===== src/rtl/note_hit_judge.sv =====
// ---------------------------------------------------------------------------
// note_hit_judge
//
// Purpose: judges fret-key presses against the note sprites of a five-lane
// rhythm game. A press on a lane is a hit when that lane's sprite row lies in
// the strum window and the lane has not already been hit since the sprite
// last left the window. Hits bump the streak and add a streak-dependent
// increment to a four-digit BCD score, one digit per cycle.
//
// Ports:
//   Clk            system clock (the only clock)
//   Reset          synchronous, active-high reset
//   frame_clk      VGA vertical sync level, asynchronous, synchronized here
//   keycode[7:0]   USB HID keycode
//   *_y_pos[9:0]   sprite rows for green, red, yellow, blue, orange lanes
//   score[15:0]    four BCD digits, [3:0] is the ones digit
//   streak[7:0]    consecutive hits, saturating at 255
//   hit_pulse[4:0] one-hot lane strobe {orange,blue,yellow,red,green}
//   miss_pulse     miss strobe
//   busy           high while a judgement or score update is in progress
//
// Build option:
//   STREAK_MULT_EN  when defined, increment = 1 + min(streak/8, 3);
//                   otherwise every hit adds 1.
// ---------------------------------------------------------------------------
module note_hit_judge #(
    parameter logic [9:0] HIT_Y_MIN = 10'd420,
    parameter logic [9:0] HIT_Y_MAX = 10'd460
) (
    input  logic        Clk,
    input  logic        Reset,
    input  logic        frame_clk,
    input  logic [7:0]  keycode,
    input  logic [9:0]  green_y_pos,
    input  logic [9:0]  red_y_pos,
    input  logic [9:0]  yellow_y_pos,
    input  logic [9:0]  blue_y_pos,
    input  logic [9:0]  orange_y_pos,
    output logic [15:0] score,
    output logic [7:0]  streak,
    output logic [4:0]  hit_pulse,
    output logic        miss_pulse,
    output logic        busy
);

    localparam int NUM_LANES = 5;

    typedef enum logic [2:0] {
        WAIT,
        JUDGE,
        ADD0,
        ADD1,
        ADD2,
        ADD3
    } state_t;

    // -----------------------------------------------------------------------
    // Registers
    // -----------------------------------------------------------------------
    state_t               r_state_reg;
    logic [7:0]           r_key_reg;
    logic [2:0]           r_fsync_reg;     // [1:0] synchronizer, [2] last synced level
    logic [NUM_LANES-1:0] r_lane_oh_reg;   // lane latched at the press, one-hot
    logic [NUM_LANES-1:0] r_lock_reg;
    logic [7:0]           r_streak_reg;
    logic [15:0]          r_score_reg;
    logic [15:0]          r_work_reg;      // digit-serial working copy of the score
    logic [2:0]           r_inc_reg;
    logic                 r_carry_reg;

    // -----------------------------------------------------------------------
    // Combinational signals
    // -----------------------------------------------------------------------
    state_t               w_state_next;
    logic [9:0]           w_y_pos [NUM_LANES];
    logic [NUM_LANES-1:0] w_in_win;
    logic [NUM_LANES-1:0] w_key_lane_oh;
    logic                 w_press;
    logic                 w_frame_edge;
    logic                 w_judge_ok;
    logic                 w_hit;
    logic                 w_miss;
    logic [NUM_LANES-1:0] w_lock_next;
    logic [2:0]           w_inc;
    logic [3:0]           w_digit;
    logic [2:0]           w_addend;
    logic [4:0]           w_digit_sum;
    logic [4:0]           w_digit_adj;
    logic                 w_digit_carry;
    logic [3:0]           w_digit_new;

    // -----------------------------------------------------------------------
    // Lane geometry
    // -----------------------------------------------------------------------
    assign w_y_pos[0] = green_y_pos;
    assign w_y_pos[1] = red_y_pos;
    assign w_y_pos[2] = yellow_y_pos;
    assign w_y_pos[3] = blue_y_pos;
    assign w_y_pos[4] = orange_y_pos;

    generate
        for (genvar gi = 0; gi < NUM_LANES; gi++) begin : g_window
            assign w_in_win[gi] = (w_y_pos[gi] >= HIT_Y_MIN) &&
                                  (w_y_pos[gi] <= HIT_Y_MAX);
        end
    endgenerate

    // -----------------------------------------------------------------------
    // Key decode and press detection
    // -----------------------------------------------------------------------
    always_comb begin
        w_key_lane_oh = '0;
        case (keycode)
            8'h04:   w_key_lane_oh = 5'b00001;  // green
            8'h16:   w_key_lane_oh = 5'b00010;  // red
            8'h07:   w_key_lane_oh = 5'b00100;  // yellow
            8'h09:   w_key_lane_oh = 5'b01000;  // blue
            8'h0A:   w_key_lane_oh = 5'b10000;  // orange
            default: w_key_lane_oh = '0;
        endcase
    end

    // A held key keeps the same code, so only a change onto a lane code counts.
    assign w_press = (|w_key_lane_oh) && (keycode != r_key_reg);

    // Rising edge of the synchronized vertical sync.
    assign w_frame_edge = r_fsync_reg[1] & ~r_fsync_reg[2];

    // -----------------------------------------------------------------------
    // Increment selection (uses the streak before this hit is counted)
    // -----------------------------------------------------------------------
`ifdef STREAK_MULT_EN
    assign w_inc = (r_streak_reg >= 8'd24) ? 3'd4 : (3'd1 + {1'b0, r_streak_reg[4:3]});
`else
    assign w_inc = 3'd1;
`endif

    // -----------------------------------------------------------------------
    // FSM next state and strobes
    // -----------------------------------------------------------------------
    assign w_judge_ok = |(r_lane_oh_reg & w_in_win & ~r_lock_reg);

    always_comb begin
        w_state_next = r_state_reg;
        w_hit        = 1'b0;
        w_miss       = 1'b0;
        case (r_state_reg)
            WAIT: begin
                if (w_press) begin
                    w_state_next = JUDGE;
                end
            end
            JUDGE: begin
                if (w_judge_ok) begin
                    w_hit        = 1'b1;
                    w_state_next = ADD0;
                end else begin
                    w_miss       = 1'b1;
                    w_state_next = WAIT;
                end
            end
            ADD0:    w_state_next = ADD1;
            ADD1:    w_state_next = ADD2;
            ADD2:    w_state_next = ADD3;
            ADD3:    w_state_next = WAIT;
            default: w_state_next = WAIT;
        endcase
    end

    // Lock update: the judgement sets the lock first, then a coinciding frame
    // edge releases every lane whose sprite is outside the window.
    always_comb begin
        w_lock_next = r_lock_reg;
        if (w_hit) begin
            w_lock_next = w_lock_next | r_lane_oh_reg;
        end
        if (w_frame_edge) begin
            w_lock_next = w_lock_next & w_in_win;
        end
    end

    // -----------------------------------------------------------------------
    // Single BCD digit adder shared by the four ADD states
    // -----------------------------------------------------------------------
    always_comb begin
        w_digit  = 4'd0;
        w_addend = 3'd0;
        case (r_state_reg)
            ADD0: begin
                w_digit  = r_work_reg[3:0];
                w_addend = r_inc_reg;
            end
            ADD1: begin
                w_digit  = r_work_reg[7:4];
                w_addend = {2'b00, r_carry_reg};
            end
            ADD2: begin
                w_digit  = r_work_reg[11:8];
                w_addend = {2'b00, r_carry_reg};
            end
            ADD3: begin
                w_digit  = r_work_reg[15:12];
                w_addend = {2'b00, r_carry_reg};
            end
            default: begin
                w_digit  = 4'd0;
                w_addend = 3'd0;
            end
        endcase
    end

    // Max sum is 9 + 4 = 13, so at most one decimal wrap per digit.
    assign w_digit_sum   = {1'b0, w_digit} + {2'b00, w_addend};
    assign w_digit_adj   = w_digit_sum - 5'd10;
    assign w_digit_carry = (w_digit_sum > 5'd9);
    assign w_digit_new   = w_digit_carry ? w_digit_adj[3:0] : w_digit_sum[3:0];

    // -----------------------------------------------------------------------
    // Sequential state
    // -----------------------------------------------------------------------
    always_ff @(posedge Clk) begin
        if (Reset) begin
            r_fsync_reg <= '0;
        end else begin
            r_fsync_reg <= {r_fsync_reg[1:0], frame_clk};
        end
    end

    always_ff @(posedge Clk) begin
        if (Reset) begin
            r_state_reg   <= WAIT;
            r_key_reg     <= '0;
            r_lane_oh_reg <= '0;
            r_lock_reg    <= '0;
            r_streak_reg  <= '0;
            r_score_reg   <= '0;
            r_work_reg    <= '0;
            r_inc_reg     <= '0;
            r_carry_reg   <= 1'b0;
        end else begin
            r_state_reg <= w_state_next;
            r_key_reg   <= keycode;
            r_lock_reg  <= w_lock_next;

            if ((r_state_reg == WAIT) && w_press) begin
                r_lane_oh_reg <= w_key_lane_oh;
            end

            if (w_hit) begin
                r_streak_reg <= (r_streak_reg == 8'hFF) ? 8'hFF : (r_streak_reg + 8'd1);
                r_inc_reg    <= w_inc;
                r_work_reg   <= r_score_reg;
                r_carry_reg  <= 1'b0;
            end

            if (w_miss) begin
                r_streak_reg <= '0;
            end

            // Digits are rewritten in place in the working copy; the visible
            // score only changes once the top digit has been resolved.
            case (r_state_reg)
                ADD0: begin
                    r_work_reg[3:0] <= w_digit_new;
                    r_carry_reg     <= w_digit_carry;
                end
                ADD1: begin
                    r_work_reg[7:4] <= w_digit_new;
                    r_carry_reg     <= w_digit_carry;
                end
                ADD2: begin
                    r_work_reg[11:8] <= w_digit_new;
                    r_carry_reg      <= w_digit_carry;
                end
                ADD3: begin
                    r_work_reg[15:12] <= w_digit_new;
                    r_carry_reg       <= 1'b0;
                    if (w_digit_carry) begin
                        r_score_reg <= 16'h9999;
                    end else begin
                        r_score_reg <= {w_digit_new, r_work_reg[11:0]};
                    end
                end
                default: begin
                end
            endcase
        end
    end

    // -----------------------------------------------------------------------
    // Outputs
    // -----------------------------------------------------------------------
    assign score      = r_score_reg;
    assign streak     = r_streak_reg;
    assign hit_pulse  = w_hit ? r_lane_oh_reg : '0;
    assign miss_pulse = w_miss;
    assign busy       = (r_state_reg != WAIT);

endmodule


===== config.mk =====
export PLATFORM = sky130hd
export DESIGN_NAME = note_hit_judge
export DESIGN_NICKNAME = d
export VERILOG_FILES = /design/src/rtl/note_hit_judge.sv
export SDC_FILE = /design/constraint.sdc
export NUM_CORES = 1
export LEC_CHECK = 0
export ABC_AREA = 0
export CORE_MARGIN = 3
export CORE_UTILIZATION = 53
export DETAILED_ROUTE_END_ITERATION = 6
export PLACE_DENSITY = 0.86
export SLEW_MARGIN = 20
export SYNTH_ARGS = -nofsm -noshare
export SYNTH_HDL_FRONTEND = slang
export SYNTH_SLANG_ARGS = --single-unit
export TNS_END_PERCENT = 1

===== constraint.sdc =====
create_clock -name Clk -period 9.93 [get_ports Clk]
set_input_delay 2.979 -clock Clk [delete_from_list [all_inputs] [get_ports Clk]]
set_output_delay 2.979 -clock Clk [all_outputs]
set_load 0.05 [all_outputs]

==> impl_metrics.toml <==
[synth]
synth_area_um2 = 3543
seq_area_frac_synth_pct = 37.29
synth_seq_cells = 66
synth_compound_area_share_pct = 22.21
synthDistinctLibCells = 66
synth-edff-count = 0
yosys.area_share.simple_pct = 27.05
synthDominantAreaCellType = "dfxtp_1"
synth_fp_nets = 477
synth_xor_area_share_pct = 2.472
synthTopCellsByCount = "66 x dfxtp_1, 43 x a21oi_1, 25 x nor2_1"
synth_fa_ha_area_share_pct = 2.119
synth_top_cell_area_share_pct = 37.29
synth_most_common_cell = "dfxtp_1"
synth.area.top_cells = "dfxtp_1 37%, a21oi_1 6.1%, mux2i_1 4.5%"
yosysWarnings = 0
avgSynthCellArea_um2 = 8.642
synth_top_family_by_area = "simple AND/OR/NAND/NOR gates"
async_flop_share_pct = 0
ys.flop_type = "dfxtp_1"
synthMuxAreaShare_pct = 5.155
synth_cells = 410

[min_path]
holdCritPathClass = "reg -> reg"
hp-start = "r_fsync_reg[0]$_SDFF_PP0_"

[worst_setup_path]
worstPathCellList = "clkdlybuf4s50_1 > nor3b_1 > o2bb2ai_1 > nand4b_1 > nor3b_1 > o21ai_2 > nor2_1 > clkdlybuf4s50_1"
max_stage_delay_ns = 0.85
crit-reg2reg-launch = "r_state_reg[2]$_SDFFE_PP0P_"
cp-start-kind = "input pin"
cp.arrival_ns = 5.83
path_max_fanout = 17
cp-end-kind = "output port"
cp.required_ns = 6.95
cp_slowest_cell = "clkdlybuf4s50_1"
critPathKind = "in -> out"
crit_path_start = "orange_y_pos[6]"

[floorplanning]
die_x_um = 87.77
core_um2 = 6422
num_rows = 29
die_area_um2 = 7703
initial_utilization_pct = 55.17
io_pins = 92
die_h_um = 87.77

[detailed_routing]
wl_per_cell_um = 16.50
drt_iter0_markers = 297
ant_nets = 0
num_vias = 3458
wirelength_um = 9472
viasPerCell = 6.024
drc = 0
firstDrtPassIters = 5

[sta]
setup_viol = 0
maxSlewViolCount = 0
max_slew_margin_pct = 33.29
rsz0062_at_grt = "no"
hold_violations = 0
fin_tns_setup_ns = 0
clock_skew_ns = 0.005767
fmax_mhz = 113.6
post-route-period-util_pct = 88.68
tightest_slew_ns = 1.001
fin_crit_ns = 8.806

[clock_tree]
clock_path_buffers = 2
numCtsBuffers = 9
cts.hold.buffers_added = 0
clkLatencyLatePin_ns = 0.35
clk_pin_slew_worst_paths_ns = 0.07
cts_setup_buffers = 0
postCtsResizedCells = 0
cts_tree = "done"
htreeDepth = 3
root_buffer = "clkbuf_8"
cts_sinks = 66

[finish]
final_cells = 574
nNetsFinal = 560
diodes = 0
area_delta_synth_final_pct = 31.43
drive_gt1_share_pct = 6.036

[pwr]
leakage_nw = 1.677
powerDensity_nw_per_um2 = 115.5
ir_worst_vdd_mv = 0.1012
p_total_mw = 0.5379

[run]
drv_cap = 0

[outcome]
status = "completed"

[placement]
place.gp.congestion = 0.8616
dp_hpwl_um = 6621
port_buffers = 91
place_inst = 559

[global_routing]
grt_max_degree = 51
grt_pass1_wl_um = 15120
grt_pass1_vias = 3255
antenna_found_initial = 0
grt_usage_pct = 24.90
gr-total-overflow = 0
[report_power, final]
part / internal [mW] / switching [mW]
Sequential: 0.267 / 0.00148
Clock: 0.121 / 0.0993
Combinational: 0.0305 / 0.0185
Total: 0.419 / 0.119
[kinds of logic (layout without fill, tap and decap cells)]
logic type      after synthesis  after routing
mux                          17             17
simple gates                165            165
fa+ha+maj                     6              6
xor+xnor                     10             10
buf+inv                      30            117
flops                        66             66
compound gates              116            116
[metrics by stage]
stage / hold WS, ns / utilization, % / instance area [um2] / setup WS, ns
floorplan: 0.4138 / - / 3543 / 2.028
global route: 0.4725 / 72.51 / 4657 / 0.9249
finish: 0.4527 / 72.51 / 4657 / 1.124
CTS: 0.4563 / 72.51 / 4657 / 1.149
global placement: 0.4307 / 69.63 / 4472 / 1.233
detailed placement: 0.4281 / 69.63 / 4472 / 1.153
[path summary, 6_finish.rpt]
path | slack, ns | endpoint | cells after the start
min | 0.45 | r_fsync_reg[1]$_SDFF_PP0_ | 1
min reg2reg | 0.45 | r_fsync_reg[1]$_SDFF_PP0_ | 1
max | 1.12 | hit_pulse[1] | 8
max reg2reg | 5.31 | r_work_reg[1]$_SDFFE_PP0P_ | 16
[layer usage]
| metal | vias to the layer above | part of all wire [%] | GRT usage, % |
|---|---|---|---|
| li1 | 1681 | - | - |
| met3 | 16 | 7.0 | 5.174 |
| met5 | - | 0 | 0 |
| met1 | 1627 | 44 | 31.58 |
| met2 | 134 | 47 | 40.82 |
| met4 | 0 | 2.0 | 11.02 |
[critical path, delay by kind of cell]
| family | cells | cell delay, ns |
|---|---|---|
| simple gates | 4 | 1.01 |
| buf+inv | 2 | 1.32 |
| compound gates | 2 | 0.52 |
[final cells by class]
class | count | area [um2]
fillers | 503 | 1765
well taps | 77 | 96.34
clock inverters | 3 | 40.04
inverters | 9 | 33.78
flip-flops and latches | 66 | 1321
repair buffers | 93 | 925.9
multi-input cells | 314 | 2095
clock buffers | 12 | 145.1
[layout by cell type (no fill, tap or decap), types with 5 or more instances in the layout]
master           Yosys  routed
mux2i_1             16      16
nand4b_1             5       5
dfxtp_1             66      66
nand2_1             24      24
and2_1              14      14
nand3_1             20      20
nor2_1              25      25
and3_1               6       6
a22oi_1              6       6
o21a_1               6       6
a31oi_1              5       5
nor3_1              11      11
o211ai_1             6       6
clkdlybuf4s50_1      0      91
a21oi_1             43      42
o2bb2ai_1            5       5
nand2b_1            10      10
o22ai_1              9       9
nor3b_1              6       6
clkbuf_8             0      10
xor2_1               8       8
ha_1                 6       6
inv_1                9       9
nor2b_1             19      19
o21ai_0             10      10
Power figures use the tool's default switching activity.
